--- src/rtl/dec_nx_scan.sv ---
// Registered N-to-2^N decoder with one-hot, thermometer and prescaled auto-scan modes.
// All outputs come straight from flops; inputs reach y one clock later.
module dec_nx_scan #(
    parameter int unsigned N  = 3,
    parameter int unsigned PW = 8
) (
    input  logic              clk,
    input  logic              rst_n,
    input  logic              en,
    input  logic [1:0]        mode,
    input  logic [N-1:0]      i,
    input  logic              load,
    input  logic [PW-1:0]     period,
    output logic [2**N-1:0]   y,
    output logic              y_valid,
    output logic [N-1:0]      idx,
    output logic              wrap
);

    localparam int unsigned W = 2**N;
    localparam logic [W-1:0] ONE = W'(1);

    typedef enum logic [1:0] {
        MODE_ONEHOT = 2'b00,
        MODE_THERMO = 2'b01,
        MODE_SCAN   = 2'b10,
        MODE_RSVD   = 2'b11
    } mode_e;

    mode_e         mode_in, mode_q, mode_d;
    logic [W-1:0]  y_q, y_d;
    logic          y_valid_q, y_valid_d;
    logic [N-1:0]  idx_q, idx_d;
    logic          wrap_q, wrap_d;
    logic [PW-1:0] cnt_q, cnt_d;

    logic [PW-1:0] cnt_eff;
    logic [N-1:0]  idx_inc;
    logic [W-1:0]  thermo;

    assign mode_in = mode_e'(mode);

    always_ff @(posedge clk or negedge rst_n) begin
        if (!rst_n) begin
            mode_q    <= MODE_ONEHOT;
            y_q       <= '0;
            y_valid_q <= 1'b0;
            idx_q     <= '0;
            wrap_q    <= 1'b0;
            cnt_q     <= '0;
        end else begin
            mode_q    <= mode_d;
            y_q       <= y_d;
            y_valid_q <= y_valid_d;
            idx_q     <= idx_d;
            wrap_q    <= wrap_d;
            cnt_q     <= cnt_d;
        end
    end

    always_comb begin
        mode_d    = mode_in;
        y_d       = y_q;
        y_valid_d = 1'b0;
        idx_d     = idx_q;
        wrap_d    = 1'b0;
        // A mode change clears the prescaler in the same cycle, so the scan
        // compare below already sees the cleared value.
        cnt_eff   = (mode_in != mode_q) ? '0 : cnt_q;
        cnt_d     = cnt_eff;
        idx_inc   = idx_q + N'(1);

        thermo = '0;
        for (int unsigned k = 0; k < W; k++) begin
            thermo[k] = (k <= 32'(i));
        end

        case (mode_in)
            MODE_ONEHOT: begin
                if (en) begin
                    y_d       = ONE << i;
                    idx_d     = i;
                    y_valid_d = 1'b1;
                end
            end
            MODE_THERMO: begin
                if (en) begin
                    y_d       = thermo;
                    idx_d     = i;
                    y_valid_d = 1'b1;
                end
            end
            MODE_SCAN: begin
                if (load) begin
                    y_d       = ONE << i;
                    idx_d     = i;
                    cnt_d     = '0;
                    y_valid_d = 1'b1;
                end else if (en && (cnt_eff == period)) begin
                    y_d       = ONE << idx_inc;
                    idx_d     = idx_inc;
                    cnt_d     = '0;
                    y_valid_d = 1'b1;
                    wrap_d    = (idx_q == '1);
                end else if (en) begin
                    cnt_d = cnt_eff + PW'(1);
                end
            end
            default: begin
                y_d   = '0;
                cnt_d = '0;
            end
        endcase
    end

    assign y       = y_q;
    assign y_valid = y_valid_q;
    assign idx     = idx_q;
    assign wrap    = wrap_q;

endmodule

--- config.mk ---
export PLATFORM = sky130hd
export DESIGN_NAME = dec_nx_scan
export DESIGN_NICKNAME = d
export VERILOG_FILES = /design/src/rtl/dec_nx_scan.sv
export SDC_FILE = /design/constraint.sdc
export NUM_CORES = 1
export LEC_CHECK = 0
export ABC_AREA = 1
export BUFFER_PORTS_ARGS = -buffer_cell sky130_fd_sc_hd__buf_2
export CAP_MARGIN = 15
export CELL_PAD_IN_SITES_DETAIL_PLACEMENT = 1
export CELL_PAD_IN_SITES_GLOBAL_PLACEMENT = 1
export CORE_MARGIN = 3
export CORE_UTILIZATION = 43
export CTS_CLUSTER_DIAMETER = 120
export CTS_CLUSTER_SIZE = 28
export DETAILED_ROUTE_END_ITERATION = 6
export PLACE_DENSITY_LB_ADDON = 0.1
export RECOVER_POWER = 25
export SYNTH_ARGS = -nofsm -noshare
export SYNTH_HDL_FRONTEND = slang
export SYNTH_SLANG_ARGS = --single-unit
--- constraint.sdc ---
create_clock -name clk -period 4.54 [get_ports clk]
set_clock_uncertainty 0.1 [all_clocks]
set_input_delay 0.227 -clock clk [delete_from_list [all_inputs] [get_ports clk]]
set_output_delay 0.227 -clock clk [all_outputs]
set_load 0.02 [all_outputs]
Yosys cells after proc, flatten, opt, wreduce, memory -nomap -nowiden
Index checks and enable logic that the tools add are counted.
{"block": "word_totals", "out_inout_bits": 13, "reg_bits": 23, "elab_cells": 53, "input_bits": 17}
{"block": "op_classes", "shifts": 2, "add_sub_neg": 2, "n_lt_le_gt_ge": 7, "eq_ne": 9, "mux": 21, "reduce_logical": 6}
{"cell": "$mux 8", "count": 8}
{"cell": "$pmux 8 s3", "count": 1}
{"cell": "$pmux 8 s2", "count": 1}
{"cell": "$shl 1x3->8 const A", "count": 2}
{"cell": "$le 3x3->1 const A", "count": 4}
{"cell": "$mux 3", "count": 3}
{"cell": "$add 8x1->8 const B", "count": 1}
{"cell": "$eq 8x8->1", "count": 1}
{"cell": "$le 2x3->1 const A", "count": 2}
{"cell": "$mux 1", "count": 6}
{"cell": "$pmux 3 s2", "count": 1}
{"cell": "$reduce_and 3->1", "count": 2}
{"cell": "$ne 2x2->1 const B", "count": 2}
{"cell": "$add 3x1->3 const B", "count": 1}
{"cell": "$eq 3x3->1 const B", "count": 1}
{"cell": "$le 1x3->1 const A", "count": 1}
{"cell": "$ne 3x3->1 const B", "count": 1}
{"cell": "$eq 2x1->1 const B", "count": 1}
{"cell": "$eq 2x2->1 const B", "count": 1}
{"cell": "$logic_not 2->1", "count": 1}
{"cell": "$ne 2x1->1 const B", "count": 1}
{"cell": "$ne 2x2->1", "count": 1}
{"cell": "$pmux 1 s2", "count": 1}
{"cell": "$reduce_bool 2->1", "count": 1}
{"cell": "other kinds (2)", "count": 2}

Depth between registers and ports, before layout
{"block": "logic_depth", "ltp_word": 7, "ltp_mapped": 15, "depth_no_buf": 14}

Worst setup path before layout
OpenSTA, ideal clock, no wires.
{"block": "synth_timing", "kind": "register -> register", "start": "reg mode_q[0]", "end": "reg cnt_q[6]", "stages_incl_launch_ff": 12, "setup_slack_ps": 2645, "arrival_ps": 1712, "required_ps": 4357, "setup_ps": 83, "n_path_buf": 0, "period_less_slack_ps": 1895, "path_cell_list": "dfrtp_1 > xnor2_2 > nand2_1 > nor2_4 > ha_1 > nand2_1 > or2_1 > nor3_1 > nand2_1 > nand2_1 > nand2_1 > o21ai_0"}
{"block": "synth_between", "elab_chain_cells": 7, "elab_cells_between_ends": 9, "cone_classes": "add/sub (1); eq/ne (2); mux (5); reduce/logical (1)"}
{"item": "from (decl)", "line": "30", "text": "mode_e mode_in, mode_q, mode_d;"}
{"item": "from (signal assigned)", "line": "52", "text": "mode_q <= mode_d;"}
{"item": "$ne 2x2->1 *", "line": "69", "text": "cnt_eff = (mode_in != mode_q) ? '0 : cnt_q;"}
{"item": "$mux 8 *", "line": "69"}
{"item": "$add 8x1->8 or $eq 8x8->1 (tied branches)", "line": "106, 99"}
{"item": "$mux 8 or $logic_and 1x1->1 (tied branches)", "line": "105, 99"}
{"item": "$mux 8", "line": "99", "text": "end else if (en && (cnt_eff == period)) begin"}
{"item": "$mux 8", "line": "94", "text": "if (load) begin"}
{"item": "$pmux 8 s2 *", "line": "78", "text": "case (mode_in)"}
{"item": "net cnt_d[6]", "line": "35", "text": "logic [PW-1:0] cnt_q, cnt_d;"}
{"item": "to (signal assigned)", "line": "57", "text": "cnt_q <= cnt_d;"}
{"item": "to (decl)", "line": "35"}
Mark *: on every way through the listed nets, which the timed path passes. The rest lies on a longest branch.
A chain may end at the register's enable or synchronous reset.

Worst setup path after layout
Same ends and word-level chain as after synthesis.

==> impl_metrics.ini <==
[synth]
syn-num-nets = 265
synth-seq-cells = 23
synth_top_family_by_area = simple AND/OR/NAND/NOR gates
synthMuxAreaShare_pct = 0
ys_seq_area_share_pct = 33.7
synth-xor-area-share_pct = 3.51
synth_cells = 241
yosysWarnings = 0
synth_fa_ha_area_share_pct = 5.12
synth.distinct_cells = 33
syn_area_mm2 = 0.00171
synth-compound-area-share_pct = 9.44
synth-simple-area-share_pct = 37.3
avgSynthCellArea_um2 = 7.09

[global_route]
groute.usage.overall_pct = 20.6
grt_start_max_net_pins = 24
antenna_found_initial = 0
grt_pass1_vias = 1670
grt_overflow = 0
grt_pass1_wl_um = 7980

[min_path]
hp-class = input pin to flip-flop

[floorplanning]
num_io_pins = 30
die_y_um = 69.0
placeableCoreArea_mm2 = 0.00374
num_rows = 22
dieWidth_um = 69.0
die-area_mm2 = 0.00477
start_util_pct = 45.7

[cells_and_area]
design_area_mm2 = 0.00193
syn_to_final_growth_pct = 12.9
multi_input_area_um2 = 946
layout-drive-gt1-share_pct = 17.0
ff_latch_area_um2 = 576
fill_cells = 521
antenna-diode-count = 0
final_net_count = 295

[cts]
post-cts-setup-buffers = 0
cts.path.max_buffers = 2
htreeDepth = 1
clkSlewWorstSetupHoldPaths_ns = 0.09
cts_root_buf = clkbuf_8
cts_tree = yes
tritoncts.num_buffers = 3
cts_sinks = 23
worstSkewPairLatency_ns = 0.27

[detailed_routing]
routed_wl_um = 4640
post_drt_wl_per_cell_um = 14.6
drt_pre_antenna_iters = 4
drc_errors = 0
vias = 1663
final_antenna_net_count = 0
vias_per_cell = 5.23
drt-initial-drc-count = 38

[sta]
rsz0062_at_grt = no
setup_viol = 0
period_minus_slack_ns = 2.78
tightest_slew_ns = 1.24
hold_viol = 0
slew_violations = 0
fmax_ghz = 0.359
maxSlewHeadroom_pct = 17.6
layout_worst_path_cycle_share_pct = 61.3
setup_tns_ns = 0

[pwr]
swShare_pct = 34.5
ir_drop_uv = 157
pwr-share-seq_pct = 46.9
clkPwrFrac_pct = 26.5
cellPowerDensity_mw_per_mm2 = 254
pwr-share-comb_pct = 26.6
p_leak_nw = 1.04
internal-power_mw = 0.321
switchingPower_mw = 0.169

[place]
gp_congestion = 0.864
dpl_cell_area_mm2 = 0.00188
place_hpwl_um = 3760
port_buffers = 29

[setup_path]
crit_required_ns = 4.63
cp-start-kind = flip-flop
path_class = flip-flop to flip-flop
arrival_ns = 2.87
critPathBufInv = 0
slowest_stage = xnor2_2
cp_max_fo = 12
endpoint_kind = flip-flop
crit_chain = xnor2_2, nand2_1, nor2_4, ha_1, nand2_1, or2_1, nor3_1, nand2_1, nand2_1, nand2_1, o21ai_0
path_delay_family = simple AND/OR/NAND/NOR gates
slowest_delay_ns = 0.61
critPathMostFrequentCell = nand2_1

[run_status]
status = completed

[job]
maxCapViolations = 0
==> synthesized netlist by cell type <==
| library cell | instances | area, µm² |
|---|---|---|
| o21ai_0 | 9 | 45.0 |
| nand2_4 | 1 | 11.3 |
| xnor2_2 | 1 | 16.3 |
| xnor2_1 | 1 | 8.76 |
| xor2_1 | 4 | 35.0 |
| o221ai_1 | 1 | 8.76 |
| nor2_4 | 1 | 11.3 |
| inv_1 | 36 | 135 |
| a32oi_1 | 1 | 8.76 |
| nand3_1 | 21 | 105 |
| nand3b_1 | 1 | 7.51 |
| nand2_2 | 2 | 12.5 |
| nand3_4 | 2 | 35.0 |
| or2_2 | 1 | 6.26 |
| nor2_1 | 16 | 60.1 |
| nand3_2 | 3 | 30.0 |
| nand4_1 | 8 | 50.1 |
| o32ai_1 | 1 | 8.76 |
| nor2_2 | 2 | 12.5 |
| nor3_1 | 3 | 15.0 |
| ha_1 | 7 | 87.6 |
| buf_6 | 2 | 22.5 |
| nand2_1 | 73 | 274 |
| clkbuf_1 | 2 | 7.51 |
| inv_2 | 2 | 7.51 |
| o21a_1 | 1 | 7.51 |
| a31oi_1 | 1 | 6.26 |
| o211ai_1 | 3 | 22.5 |
| or2_1 | 1 | 6.26 |
| o22ai_1 | 7 | 43.8 |
| dfrtp_1 | 23 | 576 |
| a21oi_1 | 2 | 10.0 |
| buf_4 | 2 | 15.0 |
==> routing by layer <==
layer / vias up / share of wire, % / global-route usage, %
met1: 788 / 50 / 30.1
li1: 837 / - / -
met3: 5 / 4.6 / 3.79
met4: 0 / 1.2 / 5.42
met2: 33 / 44 / 31.1
met5: - / 0 / 0
==> final timing paths <==
kind	endpoint	cells after the start	slack, ns	startpoint
max	cnt_q[6]	11	1.76	mode_q[0]
min	mode_q[0]	1	0.13	mode[0]
max reg2reg	cnt_q[6]	11	1.76	mode_q[0]
min reg2reg	y[4]	2	0.37	y[4]
max in group asynchronous	y[2]	2	2.97	rst_n
min in group asynchronous	cnt_q[5]	2	0.64	rst_n
==> flip-flops by register name, indices dropped and copies added (netlist names) <==
| name | flops |
|---|---|
| y | 8 |
| cnt_q | 8 |
| y_valid | 1 |
| wrap | 1 |
| idx | 3 |
| mode_q | 2 |
==> final cells by class <==
type | count | area share [%]
clock inverters | 1 | 0.259
well taps | 48 | 3.11
repair buffers | 31 | 8.24
inverters | 38 | 7.39
multi-input cells | 174 | 49.0
flip-flops and latches | 23 | 29.8
clock buffers | 3 | 2.14
==> metrics by stage <==
step	hold WS [ns]	total power [mW]	instances	worst slack (ns)	utilization, %
finish	0.130	0.489	318	1.76	51.5
CTS	0.0556	0.494	318	1.72	51.6
detailed placement	0.125	0.364	313	1.69	50.1
global placement	0.130	0.361	313	1.80	50.1
global route	0.149	0.519	318	1.43	51.5
floorplan	-0.169	0.318	241	2.65	-
==> layout by cell type, fill, tap and decap left out, types with 7 or more instances in the layout <==
| master | count |
|---|---|
| nand2_1 | 73 |
| inv_1 | 36 |
| buf_2 | 26 |
| dfrtp_1 | 23 |
| nand3_1 | 21 |
| nor2_1 | 16 |
| o21ai_0 | 9 |
| nand4_1 | 8 |
| o22ai_1 | 7 |
| ha_1 | 7 |
==> repair_timing <==
action | CTS | global route
hold endpoints to repair | 23 | 0
resized for setup | 0 | 0
hold buffers | 1 | 0
==> cells by family after synthesis <==
kind of cell	Yosys count
AOI/OAI and AO/OA	26
xor gates and xnor gates	6
adders and majority gates	7
buffers and inverters	44
DFF	23
and+or+nand+nor	135
==> power by group through the flow <==
| stage | combinational, mW | clock (mW) | sequential [mW] |
|---|---|---|---|
| 4_1_cts | 0.131 | 0.133 | 0.230 |
| 6_report | 0.130 | 0.130 | 0.230 |
| 3_5_place_dp | 0.130 | 0 | 0.234 |
| 5_1_grt | 0.147 | 0.140 | 0.232 |
| 2_1_floorplan | 0.0705 | 0 | 0.248 |
| 3_3_place_gp | 0.128 | 0 | 0.233 |
(Power assumes the default switching activity.)
